## config.mk

```make
export PLATFORM = sky130hd
export DESIGN_NAME = seq_restoring_div
export DESIGN_NICKNAME = d
export VERILOG_FILES = /design/src/rtl/div_pkg.sv /design/src/rtl/seq_restoring_div_ripple_sub.sv /design/src/rtl/seq_restoring_div.sv
export SDC_FILE = /design/constraint.sdc
export NUM_CORES = 1
export LEC_CHECK = 0
export BUFFER_PORTS_ARGS = -buffer_cell sky130_fd_sc_hd__buf_2
export CAP_MARGIN = 5
export CELL_PAD_IN_SITES_DETAIL_PLACEMENT = 1
export CELL_PAD_IN_SITES_GLOBAL_PLACEMENT = 2
export CORE_ASPECT_RATIO = 1.25
export CORE_MARGIN = 2
export CORE_UTILIZATION = 30
export DETAILED_ROUTE_END_ITERATION = 12
export GPL_ROUTABILITY_DRIVEN = 0
export PLACE_DENSITY_LB_ADDON = 0.1
export SYNTH_ARGS = -nofsm -noshare
export SYNTH_HDL_FRONTEND = slang
export SYNTH_HIERARCHICAL = 1
export SYNTH_SLANG_ARGS = --single-unit
```

## constraint.sdc

```tcl
create_clock -name clk -period 9.35 [get_ports clk]
set_clock_uncertainty 0.15 [all_clocks]
set_input_delay 0 -clock clk [delete_from_list [all_inputs] [get_ports clk]]
set_output_delay 0 -clock clk [all_outputs]
set_load 0.01 [all_outputs]
```

## src/rtl/div_pkg.sv

```systemverilog
// Shared definitions for the sequential restoring divider: FSM state encoding
// and the iteration-counter width helper.
package div_pkg;

  typedef enum logic [1:0] {
    ST_IDLE = 2'd0,
    ST_CALC = 2'd1,
    ST_DONE = 2'd2
  } state_t;

  // Bits needed to count 0..value-1; never narrower than one bit.
  function automatic int clog2(input int value);
    int result;
    result = 1;
    for (int i = 1; i < 32; i++) begin
      if ((32'sd1 << i) < value) begin
        result = i + 1;
      end else begin
        result = result;
      end
    end
    return result;
  endfunction

endpackage

```

## src/rtl/seq_restoring_div_ripple_sub.sv

```systemverilog
// Ripple-borrow subtractor built from a chain of single-bit full subtractors;
// the final borrow-out reports whether a < b.
module full_sub (
  input  logic i_a,
  input  logic i_b,
  input  logic i_bin,
  output logic o_diff,
  output logic o_bout
);

  assign o_diff = i_a ^ i_b ^ i_bin;
  assign o_bout = (~i_a & i_b) | (~i_a & i_bin) | (i_b & i_bin);

endmodule

module ripple_sub #(
  parameter int WIDTH = 9
) (
  input  logic [WIDTH-1:0] i_a,
  input  logic [WIDTH-1:0] i_b,
  output logic [WIDTH-1:0] o_diff,
  output logic             o_borrow_out
);

  logic [WIDTH:0] w_borrow;

  assign w_borrow[0]  = 1'b0;
  assign o_borrow_out = w_borrow[WIDTH];

  for (genvar gi = 0; gi < WIDTH; gi++) begin : g_cell
    full_sub u_cell (
      .i_a   (i_a[gi]),
      .i_b   (i_b[gi]),
      .i_bin (w_borrow[gi]),
      .o_diff(o_diff[gi]),
      .o_bout(w_borrow[gi+1])
    );
  end

endmodule

```

## src/rtl/seq_restoring_div.sv

```systemverilog
// Iterative unsigned restoring divider producing one quotient bit per clock,
// with valid/ready handshakes on the operand and result sides.
module seq_restoring_div
  import div_pkg::*;
#(
  parameter int WIDTH = 8
) (
  input  logic             clk,
  input  logic             rst,
  input  logic             in_valid,
  output logic             in_ready,
  input  logic [WIDTH-1:0] dividend,
  input  logic [WIDTH-1:0] divisor,
  output logic             out_valid,
  input  logic             out_ready,
  output logic [WIDTH-1:0] quotient,
  output logic [WIDTH-1:0] remainder,
  output logic             div_by_zero
);

  localparam int CW = clog2(WIDTH);
  localparam logic [CW-1:0] CNT_ONE  = CW'(1);
  localparam logic [CW-1:0] CNT_LAST = CW'(WIDTH - 1);

  state_t           r_state;
  logic [WIDTH-1:0] r_d;
  logic [WIDTH-1:0] r_q;
  logic [WIDTH-1:0] r_r;
  logic [CW-1:0]    r_cnt;
  logic [WIDTH-1:0] r_quotient;
  logic [WIDTH-1:0] r_remainder;
  logic             r_dbz;
  logic             r_out_valid;

  logic [WIDTH:0]   w_shifted;
  logic [WIDTH:0]   w_diff;
  logic             w_borrow;
  logic [WIDTH-1:0] w_q_next;
  logic [WIDTH-1:0] w_r_next;
  logic             w_unused;

  assign w_shifted = {r_r, r_q[WIDTH-1]};

  ripple_sub #(.WIDTH(WIDTH + 1)) u_sub (
    .i_a         (w_shifted),
    .i_b         ({1'b0, r_d}),
    .o_diff      (w_diff),
    .o_borrow_out(w_borrow)
  );

  // A successful trial leaves diff < D, so its top bit is always zero.
  assign w_unused = w_diff[WIDTH];
  assign w_q_next = {r_q[WIDTH-2:0], ~w_borrow};
  assign w_r_next = w_borrow ? w_shifted[WIDTH-1:0] : w_diff[WIDTH-1:0];

  assign in_ready    = (r_state == ST_IDLE);
  assign out_valid   = r_out_valid;
  assign quotient    = r_quotient;
  assign remainder   = r_remainder;
  assign div_by_zero = r_dbz;

  always_ff @(posedge clk or posedge rst) begin
    if (rst) begin
      r_state     <= ST_IDLE;
      r_d         <= '0;
      r_q         <= '0;
      r_r         <= '0;
      r_cnt       <= '0;
      r_quotient  <= '0;
      r_remainder <= '0;
      r_dbz       <= 1'b0;
      r_out_valid <= 1'b0;
    end else begin
      case (r_state)
        ST_IDLE: begin
          if (in_valid) begin
            r_d   <= divisor;
            r_q   <= dividend;
            r_r   <= '0;
            r_cnt <= CNT_LAST;
            if (divisor == '0) begin
              r_quotient  <= '1;
              r_remainder <= dividend;
              r_dbz       <= 1'b1;
              r_out_valid <= 1'b1;
              r_state     <= ST_DONE;
            end else begin
              r_dbz   <= 1'b0;
              r_state <= ST_CALC;
            end
          end else begin
            r_state <= ST_IDLE;
          end
        end
        ST_CALC: begin
          r_q <= w_q_next;
          r_r <= w_r_next;
          if (r_cnt == '0) begin
            r_quotient  <= w_q_next;
            r_remainder <= w_r_next;
            r_out_valid <= 1'b1;
            r_state     <= ST_DONE;
          end else begin
            r_cnt <= r_cnt - CNT_ONE;
          end
        end
        ST_DONE: begin
          if (out_ready) begin
            r_out_valid <= 1'b0;
            r_state     <= ST_IDLE;
          end else begin
            r_state <= ST_DONE;
          end
        end
        default: begin
          r_out_valid <= 1'b0;
          r_state     <= ST_IDLE;
        end
      endcase
    end
  end

endmodule

```

==> impl_metrics.sql <==
INSERT INTO impl_metrics (metric_group, metric, value, unit) VALUES
('run_status', 'run_status', 'completed', ''),
('setup_path', 'worstPathRequired', '9.46', 'ns'),
('timing', 'setup_viol', '0', ''),
('placed_design', 'dp_hpwl', '7.58', 'mm'),
('grt', 'grt_max_degree', '77', ''),
('routing', 'finalWirelength', '11.2', 'mm'),
('timing', 'report.final.hold_viol_count', '0', ''),
('routing', 'initialDrtViolationCount', '99', ''),
('placed_design', 'port-buffer-count', '38', ''),
('grt', 'grt_antenna_before_repair', '0', ''),
('setup_path', 'critical_path_peak_fanout', '10', ''),
('timing', 'grt_setup_unrepaired', 'no', ''),
('routing', 'drt_pre_antenna_iters', '4', ''),
('routing', 'remaining_drc_errors', '0', ''),
('setup_path', 'crit_path_start_kind', 'flip-flop', ''),
('min_path', 'hold_path.class', 'primary input to flip-flop', ''),
('synth', 'synthesized_instance_count', '412', ''),
('final_layout', 'syn_to_final_growth', '21.0', '%'),
('timing', 'final.setup.tns', '0', 'ns'),
('synth', 'postSynthAreaPerCell', '9.71', 'um2'),
('routing', 'final_antenna_net_count', '0', ''),
('setup_path', 'critPathCaptureType', 'flip-flop', ''),
('final_layout', 'layoutNonFillerInstCount', '639', ''),
('grt', 'grt_use_met2', '29.6', '%'),
('synth', 'summed_instance_area_of_the_synthesized_netlist', '4000', 'um2'),
('synth', 'synth_fp_nets', '442', ''),
('timing', 'slew_viol_final', '0', ''),
('die', 'initial_core_util', '30.5', '%'),
('job', 'drv.max_cap_violation_count', '0', ''),
('setup_path', 'rrSetupSlack', '4.32', 'ns'),
('setup_path', 'critical_path_class', 'flip-flop to flip-flop', ''),
('clock_tree', 'cts_root_buf', 'clkbuf_16', ''),
('synth', 'synth-warning-count', '6', ''),
('clock_tree', 'postCtsSetupRepairBufs', '0', ''),
('grt', 'first_global_vias', '3576', ''),
('grt', 'gr-usage-met1', '20.6', '%'),
('clock_tree', 'clock_sinks', '76', ''),
('timing', 'timing_worst_slew_pin_value', '1.04', 'ns'),
('grt', 'globalRoute.busiestLayer', 'met2', ''),
('grt', 'global_route.overflow_total', '0', ''),
('power_and_ir_drop', 'ir_worst_vdd', '0.101', 'mV'),
('placed_design', 'numPlacedInstances', '605', ''),
('grt', 'grtUsageMet3', '2.89', '%'),
('clock_tree', 'htree_levels', '3', ''),
('grt', 'gr-usage-all-layers', '16.7', '%'),
('timing', 'min_period', '5.03', 'ns'),
('die', 'dieWidth', '107', 'um'),
('clock_tree', 'tritoncts', 'built', ''),
('timing', 'finalHoldWorstSlack', '0.106', 'ns'),
('power_and_ir_drop', 'total_power', '0.00171', 'W'),
('die', 'die_y', '133', 'um'),
('routing', 'avgViaCountPerCell', '5.19', ''),
('grt', 'global_route_wire_length_before_repair', '18.6', 'mm'),
('timing', 'clock.fmax', '199', 'MHz'),
('die', 'core.rowCount', '47', ''),
('routing', 'routedWlPerCell', '17.5', 'um'),
('clock_tree', 'tritoncts.num_buffers', '9', ''),
('clock_tree', 'cts_max_path_buffers', '2', ''),
('die', 'core_area', '13100', 'um2'),
('power_and_ir_drop', 'p_leak', '2.12', 'nW'),
('final_layout', 'drive_above_1_share', '16.2', '%'),
('final_layout', 'insertedDiodeCount', '0', ''),
('clock_tree', 'insertion_delay', '0.34', 'ns'),
('routing', 'dr_total_vias', '3314', ''),
('die', 'design.die.area', '14300', 'um2'),
('setup_path', 'worst_ep_arrival_time', '5.14', 'ns'),
('timing', 'slew_headroom', '30.9', '%'),
('final_layout', 'nNetsFinal', '493', ''),
('clock_tree', 'clk_pin_slew', '0.07', 'ns'),
('timing', 'finalCritPeriodShare', '53.8', '%'),
('die', 'top_level_ports', '39', ''),
('power_and_ir_drop', 'pd_cells', '352', 'nW/um2');
## timing repair
action | in CTS | in global routing
gates resized for setup | 0 | 0
hold buffers | 18 | 0
hold endpoints to repair | 103 | 0
## registers in the layout, summed over array words and instances, names as in the netlist
name         flops
r_r              8
r_d              8
out_valid        1
quotient         8
remainder        8
div_by_zero      1
r_state          2
r_cnt           32
r_q              8
## metrics by stage
stage | cell area (um2) | worst slack [ns] | util (%)
4_1_cts | 4840 | 4.26 | 36.9
2_1_floorplan | 4000 | 4.57 | -
5_1_grt | 4840 | 4.10 | 36.9
3_3_place_gp | 4330 | 4.36 | 33.0
3_5_place_dp | 4330 | 4.29 | 33.0
6_report | 4840 | 4.32 | 36.9
## worst max-delay path, stage by stage, from the launching register on
cell and delay, ns:
dfrtp_1 0.37, inv_1 0.07, fa_1 0.43, fa_1 0.39
fa_1 0.38, fa_1 0.39, fa_1 0.39, fa_1 0.39
fa_1 0.38, fa_1 0.39, fa_1 0.65, mux2i_1 0.20
nor2_1 0.15, nand4_1 0.12, o211ai_1 0.10
## report_power, final
part	switching, W	internal [W]
registers	0.000129	0.000471
clock network	0.000149	0.000244
logic	0.000426	0.000287
total	0.000704	0.00100
## cell type report
cell class / count / area (um2)
Timing Repair Buffer: 61 / 408
Sequential cell: 76 / 1900
Inverter: 30 / 114
Clock inverter: 6 / 93.8
Tap cell: 171 / 214
Fill cell: 1498 / 8270
Clock buffer: 10 / 239
Multi-Input combinational cell: 285 / 1870
## path summary, 6_finish.rpt
check	end	start	cells past startpoint
worst max-delay path	remainder[4]$_DFFE_PP0P_	r_q[7]$_DFFE_PP0P_	14
worst min-delay path	r_q[4]$_DFFE_PP0P_	in_valid	5
worst max register to register	remainder[4]$_DFFE_PP0P_	r_q[7]$_DFFE_PP0P_	14
worst min register to register	div_by_zero$_DFFE_PP0P_	div_by_zero$_DFFE_PP0P_	1
max in group asynchronous	r_r[0]$_DFFE_PP0P_	rst	4
min in group asynchronous	r_cnt[4]$_DFFE_PP0P_	rst	4
## cells in the final DEF, fill, tap and decap left out, drive strengths merged, types with 3 or more instances in the layout
cell type and count:
or2 6, nand2b 4, nand3 3, nand2 57, and3 3, fa 9
o21ai 26, or4 15, or3 8, nor3 9, nor2 27, buf 43
a21oi 31, o31ai 13, nand4 7, nor4 7, o221ai 7, o211ai 3
dfrtp 76, nand4b 3, inv 31, clkbuf 10, dlygate4sd3 18, o41ai 4
mux2i 19, a21o 4
## metal layers
layer | vias to the layer above | wire length (um)
li1 | 1566 | -
met1 | 1700 | 4710
met2 | 35 | 6020
met3 | 13 | 236
met4 | 0 | 195
met5 | - | 0
No activity file was read; power rests on OpenSTA's default activity.
